`src/rtl/reg32_write_arbiter_if.sv`:
```
// Bus between the requesters and the shared-register write arbiter.
// The master side is the requester pool; the slave side is the arbiter, which
// also drives the load enable and data of the shared register.
interface reg32_write_arbiter_if #(
    parameter int N_REQ  = 4,
    parameter int DATA_W = 32
);
    logic [N_REQ-1:0]        req;
    logic [N_REQ*DATA_W-1:0] wdata;
    logic [N_REQ-1:0]        gnt;
    logic [N_REQ-1:0]        ack;
    logic                    reg_we;
    logic [DATA_W-1:0]       reg_din;
    logic                    busy;

    modport master (
        output req, wdata,
        input  gnt, ack, reg_we, reg_din, busy
    );

    modport slave (
        input  req, wdata,
        output gnt, ack, reg_we, reg_din, busy
    );
endinterface

```
`src/rtl/reg32_write_arbiter.sv`:
```
// Round-robin write arbiter for one shared load-enable register.
// A granted requester may write on consecutive cycles up to MAX_HOLD times;
// every release passes through IDLE for one cycle before re-arbitration.
module reg32_write_arbiter #(
    parameter int N_REQ    = 4,
    parameter int DATA_W   = 32,
    parameter int MAX_HOLD = 4
) (
    input  logic                  clk,
    input  logic                  res,
    reg32_write_arbiter_if.slave  bus
);
    localparam int IDX_W  = (N_REQ > 1) ? $clog2(N_REQ) : 1;
    localparam int HOLD_W = (MAX_HOLD > 1) ? $clog2(MAX_HOLD + 1) : 1;

    typedef enum logic {
        IDLE = 1'b0,
        OWN  = 1'b1
    } state_t;

    state_t             state;
    logic [IDX_W-1:0]   ptr;
    logic [IDX_W-1:0]   owner;
    logic [HOLD_W-1:0]  hold_cnt;

    logic [N_REQ-1:0]   gnt_q;
    logic [N_REQ-1:0]   ack_q;
    logic               we_q;
    logic [DATA_W-1:0]  din_q;
    logic               busy_q;

    logic               sel_valid;
    logic [IDX_W-1:0]   sel_idx;
    logic [IDX_W-1:0]   next_ptr;
    logic               release_now;
    logic [DATA_W-1:0]  slice [N_REQ];

    // Unpack the flat write-data bus into one word per requester.
    always_comb begin
        for (int i = 0; i < N_REQ; i++) begin
            slice[i] = bus.wdata[i*DATA_W +: DATA_W];
        end
    end

    // Round-robin pick: first active request scanning ptr, ptr+1, ... wrapping.
    always_comb begin
        // NOTE: every always_comb output gets a default before any branch so no latch is inferred.
        sel_valid = 1'b0;
        sel_idx   = ptr;
        for (int k = 0; k < N_REQ; k++) begin
            int               pos;
            logic [IDX_W-1:0] cand;
            pos = int'(ptr) + k;
            if (pos >= N_REQ) begin
                pos = pos - N_REQ;
            end
            cand = IDX_W'(pos);
            if (!sel_valid && bus.req[cand]) begin
                sel_valid = 1'b1;
                sel_idx   = cand;
            end
        end
    end

    // Release decision for the current owner and the pointer it leaves behind.
    always_comb begin
        next_ptr    = (owner == IDX_W'(N_REQ - 1)) ? '0 : owner + 1'b1;
        release_now = !bus.req[owner] || (hold_cnt == HOLD_W'(MAX_HOLD - 1));
    end

    // Arbitration FSM with all outputs registered.
    always_ff @(posedge clk) begin
        if (res) begin
            state    <= IDLE;
            ptr      <= '0;
            owner    <= '0;
            hold_cnt <= '0;
            gnt_q    <= '0;
            ack_q    <= '0;
            we_q     <= 1'b0;
            // NOTE: reg_din is a datapath register but still cleared, since its reset value is observable.
            din_q    <= '0;
            busy_q   <= 1'b0;
        end else begin
            // NOTE: non-blocking assignments so every branch sees the pre-edge state.
            we_q  <= 1'b0;
            ack_q <= '0;
            case (state)
                IDLE: begin
                    if (sel_valid) begin
                        state    <= OWN;
                        owner    <= sel_idx;
                        hold_cnt <= '0;
                        gnt_q    <= {{(N_REQ-1){1'b0}}, 1'b1} << sel_idx;
                        busy_q   <= 1'b1;
                    end
                end
                OWN: begin
                    if (bus.req[owner]) begin
                        we_q     <= 1'b1;
                        din_q    <= slice[owner];
                        ack_q    <= gnt_q;
                        hold_cnt <= hold_cnt + 1'b1;
                    end
                    if (release_now) begin
                        state  <= IDLE;
                        gnt_q  <= '0;
                        busy_q <= 1'b0;
                        ptr    <= next_ptr;
                    end
                end
                default: begin
                    state  <= IDLE;
                    gnt_q  <= '0;
                    busy_q <= 1'b0;
                end
            endcase
        end
    end

    assign bus.gnt     = gnt_q;
    assign bus.ack     = ack_q;
    assign bus.reg_we  = we_q;
    assign bus.reg_din = din_q;
    assign bus.busy    = busy_q;

    // Only one owner at a time, and an ack always accompanies a write.
    a_gnt_onehot0 : assert property (@(posedge clk) $onehot0(gnt_q));
    a_ack_has_we  : assert property (@(posedge clk) (|ack_q) |-> we_q);
    a_busy_match  : assert property (@(posedge clk) busy_q == (|gnt_q));
endmodule

```
`src/flat_wrapper.sv`:
```
// flat-port wrapper written by rule: the top's interface ports become plain ports
module reg32_write_arbiter_flat 
#(
    parameter int N_REQ    = 4,
    parameter int DATA_W   = 32,
    parameter int MAX_HOLD = 4
)
  (clk, res, bus_req, bus_wdata, bus_gnt, bus_ack, bus_reg_we, bus_reg_din, bus_busy);
  reg32_write_arbiter_if #(.N_REQ(N_REQ), .DATA_W(DATA_W)) bus_i ();
  input  logic clk;
  input  logic res;
  input wire logic [$bits(bus_i.req)-1:0] bus_req;
  input wire logic [$bits(bus_i.wdata)-1:0] bus_wdata;
  output wire logic [$bits(bus_i.gnt)-1:0] bus_gnt;
  output wire logic [$bits(bus_i.ack)-1:0] bus_ack;
  output wire logic [$bits(bus_i.reg_we)-1:0] bus_reg_we;
  output wire logic [$bits(bus_i.reg_din)-1:0] bus_reg_din;
  output wire logic [$bits(bus_i.busy)-1:0] bus_busy;
  assign bus_i.req = bus_req;
  assign bus_i.wdata = bus_wdata;
  assign bus_gnt = bus_i.gnt;
  assign bus_ack = bus_i.ack;
  assign bus_reg_we = bus_i.reg_we;
  assign bus_reg_din = bus_i.reg_din;
  assign bus_busy = bus_i.busy;
  reg32_write_arbiter #(.N_REQ(N_REQ), .DATA_W(DATA_W), .MAX_HOLD(MAX_HOLD)) u_core (.clk(clk), .res(res), .bus(bus_i));
endmodule
```
`config.mk`:
```
export PLATFORM = sky130hd
export DESIGN_NAME = reg32_write_arbiter_flat
export DESIGN_NICKNAME = d
export VERILOG_FILES = /design/src/rtl/reg32_write_arbiter_if.sv /design/src/rtl/reg32_write_arbiter.sv /design/src/flat_wrapper.sv
export SDC_FILE = /design/constraint.sdc
export NUM_CORES = 1
export LEC_CHECK = 0
export CAP_MARGIN = 20
export CELL_PAD_IN_SITES_DETAIL_PLACEMENT = 1
export CELL_PAD_IN_SITES_GLOBAL_PLACEMENT = 2
export CORE_AREA = 4 4 121 123
export CTS_CLUSTER_SIZE = 8
export DETAILED_ROUTE_END_ITERATION = 6
export DIE_AREA = 0 0 125 127
export GPL_ROUTABILITY_DRIVEN = 0
export HOLD_SLACK_MARGIN = 0.05
export PLACE_DENSITY = 0.84
export SLEW_MARGIN = 20
export SYNTH_ARGS = -nofsm -noshare
export SYNTH_HDL_FRONTEND = slang
export SYNTH_SLANG_ARGS = --single-unit
```
`constraint.sdc`:
```
create_clock -name clk -period 2.15 [get_ports clk]
set_clock_uncertainty 0.2 [all_clocks]
set_input_delay 0.3225 -clock clk [delete_from_list [all_inputs] [get_ports clk]]
set_output_delay 0.3225 -clock clk [all_outputs]
set_load 0.005 [all_outputs]
```
=== Yosys cells after proc, flatten, opt, wreduce, memory -nomap -nowiden ===
Cells that the tools add are included.

* Output and inout port bits: 42
* Register bits: 50

* $lt $le $gt $ge: 10
* Bitwise gates (word level): 3
* Multiplexer cells: 39
* Shift operators: 1
* Reduce and logical (&&, ||, !) cells: 15
* $add $sub $neg: 9
* Eq/ne operators: 5

{| class="wikitable"
|+ Operators with widths
! cell !! count
|-
| binary-select mux 32 bit (select 2 bit) || 1
|-
| two-way mux 32 bit || 2
|-
| two-way mux 2 bit || 9
|-
| < comparator 2 x 3 -> 1 bit (second input constant) || 5
|-
| two-way mux 1 bit || 14
|-
| >= comparator 3 bit (second input constant) || 4
|-
| binary-select mux 1 bit (select 2 bit) || 5
|-
| AND reduction 2 bit || 5
|-
| two-way mux 4 bit || 2
|-
| one-hot mux 4 bit (2 select lines) || 1
|-
| subtractor 2 x 1 -> 2 bit (second input constant) || 4
|-
| adder 2 x 2 -> 3 bit (second input constant) || 2
|-
| two-way mux 3 bit || 2
|-
| one-hot mux 3 bit (2 select lines) || 1
|-
| zero test 1 bit || 4
|-
| inequality test 2 bit (second input constant) || 2
|-
| one-hot mux 1 bit (2 select lines) || 2
|-
| left shift 1 x 2 -> 4 bit (first input constant) || 1
|-
| adder 2 x 1 -> 3 bit (second input constant) || 1
|-
| adder 3 x 1 -> 3 bit (second input constant) || 1
|-
| == test 3 x 2 -> 1 bit (second input constant) || 1
|-
| >= comparator 2 x 3 -> 1 bit (second input constant) || 1
|-
| logical AND 1 bit || 3
|-
| NOT 2 -> 3 bit || 1
|-
| 7 further kinds || 8
|}

=== Longest topological paths before layout ===
* Depth in word-level cells: 17
* Gate-level depth with buffers: 7
* Mapped depth without buffers: 7

=== Least setup slack after synthesis ===
OpenSTA, ideal clock, no wires.

* Path type: register to register
* Start point: register u_core.owner[0]
* End point: register u_core.gnt_q[1], in the netlist u_core.bus.gnt[1]
* Slack: 0.264 ns
* Path buffers: 1
* Stages on the path, launching flop included: 7
* Setup time: 0.128 ns
* Arrival time: 1.559 ns
* Cell sequence: dfxtp_1 -> buf_6 -> mux4_2 -> a21oi_4 -> nor2_1 -> a22oi_1 -> nor2_1

* Longest elaborated chain between the ends: 6

{| class="wikitable"
|+ RTL lines
! element !! RTL line !! source
|-
| from (decl) || reg32_write_arbiter.sv:23 || <nowiki>logic [IDX_W-1:0] owner;</nowiki>
|-
| from (signal assigned) || reg32_write_arbiter.sv:92 || <nowiki>owner <= sel_idx;</nowiki>
|-
| binary-select mux 1 bit (select 2 bit) || reg32_write_arbiter.sv:68 || <nowiki>release_now = !bus.req[owner] || (hold_cnt == HOLD_W'(MAX_HOLD - 1));</nowiki>
|-
| two-way mux 1 bit (not written as such) || reg32_write_arbiter.sv:68 ||
|-
| zero test 1 bit || reg32_write_arbiter.sv:68 ||
|-
| logical OR 1 bit || reg32_write_arbiter.sv:68 ||
|-
| inequality test 2 bit (no line) || -- ||
|-
| AND reduction 2 bit (no line) || -- ||
|-
| to (signal assigned) || reg32_write_arbiter.sv:94 || <nowiki>gnt_q <= {{(N_REQ-1){1'b0}}, 1'b1} << sel_idx;</nowiki>
|-
| to (decl) || reg32_write_arbiter.sv:26 || <nowiki>logic [N_REQ-1:0] gnt_q;</nowiki>
|}

Every way passes these cells. The select of a mux whose other input is x is not followed.
A chain may end at the register's enable or synchronous reset.

=== Worst setup path in the final report ===
* Start point: input port bus_req[3]
* End point: register u_core.din_q[7], in the netlist u_core.bus.reg_din[7]

* Longest elaborated chain between the ends: 3

{| class="wikitable"
|+ RTL lines
! element !! RTL line !! source
|-
| from (decl) || flat_wrapper.sv:12 || <nowiki>input wire logic [$bits(bus_i.req)-1:0] bus_req;</nowiki>
|-
| binary-select mux 1 bit (select 2 bit) || reg32_write_arbiter.sv:99 || <nowiki>if (bus.req[owner]) begin</nowiki>
|-
| two-way mux 1 bit (not written as such) || reg32_write_arbiter.sv:99 ||
|-
| AND reduction 2 bit (no line) || -- ||
|-
| to (signal assigned) || reg32_write_arbiter.sv:101 || <nowiki>din_q <= slice[owner];</nowiki>
|-
| to (decl) || reg32_write_arbiter.sv:29 || <nowiki>logic [DATA_W-1:0] din_q;</nowiki>
|}

Every way passes these cells. The select of a mux whose other input is x is not followed.

==> results.json <==
{
  "status": "finished clean",
  "ys_async_sr_fraction_pct": 0,
  "syn_inst": 273,
  "htree_num_levels": 2,
  "synth_edf_count": 0,
  "path_cells": "clkdlybuf4s50_1 -> mux4_2 -> nand2_2 -> buf_12 -> nand2_1 -> a21oi_1",
  "worstMarginPinSlew_ps": 384,
  "rows": 43,
  "core_region_area_sq_um": 13700,
  "ant_nets": 0,
  "initial_core_util_pct": 19.7,
  "drv_slew": 0,
  "path_max_fanout": 20,
  "critPathRequiredTime_ps": 2170,
  "fp.dieH_microns": 127,
  "clk_pin_slew_ps": 60,
  "die-area_sq_um": 15900,
  "drv_cap": 0,
  "port_buffers": 175,
  "fmax_mhz": 517,
  "drive_above_1_share_pct": 14.8,
  "drt_iter0_drc": 49,
  "fp.dieW_microns": 125,
  "layout_setup_ws_ps": 216,
  "synth.avg_cell_area_sq_um": 9.85,
  "synth-seq-area-share_pct": 37.2,
  "grt_pass1_wl_microns": 15900,
  "vias": 2767,
  "synth_area_leader_cell": "dfxtp_1",
  "place_ws_ps": -104,
  "hold_viol": 0,
  "syn2layout_area_growth_pct": 82.7,
  "setup_viol_count_final": 0,
  "antenna_cells": 0,
  "synthesis.area_sq_um": 2690,
  "worst_path_max_delay_cell": "mux4_2",
  "grt_max_degree": 26,
  "ys_warn_count": 0,
  "drc": 0,
  "cts_hold_buf": 0,
  "end_kind": "flip-flop",
  "finalPower_mw": 2.73,
  "setup_tns_ps": 0,
  "ys_types": 28,
  "post_cts_buffers": 0,
  "cts_sinks": 50,
  "cts_resized": 0,
  "synth_top_area_share_pct": 37.2,
  "dpl.hpwl_microns": 8180,
  "numCtsBuffers": 5,
  "worstRegToRegCells": 5,
  "period_minus_slack_ps": 1930,
  "final_common_cell": "clkdlybuf4s50_1",
  "syn_nets": 410,
  "min-delay-path-class": "input pin to flip-flop",
  "cts_tree": "yes",
  "p_leak_nw": 1.71,
  "start_kind": "input pin",
  "cts_root_buffer": "clkbuf_16",
  "synth_top_flop_cell": "dfxtp_1",
  "worstSetupPathType": "input pin to flip-flop",
  "via_per_inst": 4.36,
  "wl_microns": 9970,
  "rsz0062_at_grt": "false",
  "grt_pass1_vias": 3117,
  "fin_nets": 591,
  "critPathArrivalTime_ps": 1950,
  "final_cell_mix": "174 x clkdlybuf4s50_1, 69 x nand2_1, 48 x dfxtp_1, 41 x a21oi_1, 33 x mux4_2",
  "gr-total-overflow": 0,
  "clk_latency_ps": 290,
  "peakVddDrop_mv": 0.232,
  "synth_area_leaders": "dfxtp_1 37%, mux4_2 28%, nand2_1 9.6%",
  "post-route-period-util_pct": 90.0,
  "hold_ws_ps": 235,
  "slew_headroom_pct": 74.4,
  "synth-seq-cells": 50,
  "track_usage_pct": 12.4,
  "antenna_found_initial": 0,
  "pin_count": 176,
  "first_pass_iters": 4,
  "p_per_area_nw_per_um2": 555,
  "cts_buffer_depth": 2,
  "post_drt_wl_per_cell_microns": 15.7,
  "critPathMaxStageDelay_ps": 550,
  "whs_path_depth": 2
}
==> synthesized netlist by cell type (all sizes together), types with 2 or more instances <==
cell / n
a211oi: 2
clkbuf: 10
mux4: 33
nand2: 70
a22oi: 2
nor2: 19
nor3: 2
and2: 5
nor2b: 2
ha: 3
inv: 5
buf: 11
dfxtp: 50
nand3: 2
a21oi: 42
nand2b: 7
==> sequential cells by signal (all words and copies together), names as in the netlist <==
register and count:
u_core.bus.reg_we 1, u_core.bus.ack 4, u_core.bus.gnt 4, u_core.bus.busy 1, u_core.state 1, u_core.ptr 2, u_core.hold_cnt 3, u_core.owner 2
u_core.bus.reg_din 32
==> metal layers <==
| metal | wire length [microns] | vias up | GRT usage [%] |
|---|---|---|---|
| met5 | 0 | - | 0 |
| met4 | 154 | 0 | 3.57 |
| met3 | 411 | 9 | 2.68 |
| met2 | 5410 | 74 | 23.3 |
| met1 | 3990 | 1356 | 14.0 |
| li1 | - | 1328 | - |
==> power breakdown <==
| group | switching, mW | internal, mW |
|---|---|---|
| combinational | 0.276 | 0.516 |
| sequential | 0.0379 | 0.988 |
| clock | 0.334 | 0.575 |
==> worst paths after layout <==
| kind | startpoint | end | slack, ps |
|---|---|---|---|
| min | res | u_core.bus.reg_din[1] | 240 |
| max | bus_req[3] | u_core.bus.reg_din[7] | 220 |
| max reg2reg | u_core.owner[0] | u_core.bus.reg_din[7] | 270 |
| min reg2reg | u_core.bus.reg_din[1] | u_core.bus.reg_din[1] | 250 |
==> worst max-delay path, delay by kind of cell <==
| kind | cells | cell delay [ps] |
|---|---|---|
| compound gates | 1 | 140 |
| mux | 1 | 550 |
| buf+inv | 2 | 620 |
| simple gates | 2 | 300 |
==> cell families (layout without fill, tap and decap cells) <==
| logic type | Yosys count | in the layout | share of synthesized area (%) |
|---|---|---|---|
| AOI/OAI and AO/OA | 51 | 51 | 10.8 |
| adders and majority gates | 3 | 3 | 1.40 |
| DFF | 50 | 50 | 37.2 |
| muxes | 34 | 34 | 28.0 |
| and+or+nand+nor | 109 | 109 | 17.0 |
| buffers and inverters | 26 | 207 | 5.58 |
==> layout make-up <==
cell class | instances | area, sq um
inverter | 5 | 18.8
clock inverter | 1 | 30.0
clock buffer | 6 | 139
sequential | 50 | 1000
fill | 1573 | 8750
tap | 180 | 225
timing repair buffer | 195 | 1960
multi-input combinational | 197 | 1540
==> stage by stage <==
step / area [sq um] / util, % / instances
after detailed placement: 4750 / 34.7 / 627
after floorplan: 2690 / - / 273
final: 4910 / 36.0 / 634
after global routing: 4910 / 36.0 / 634
after CTS: 4910 / 36.0 / 634
after global placement: 4750 / 34.7 / 627
(Power assumes the default switching activity.)
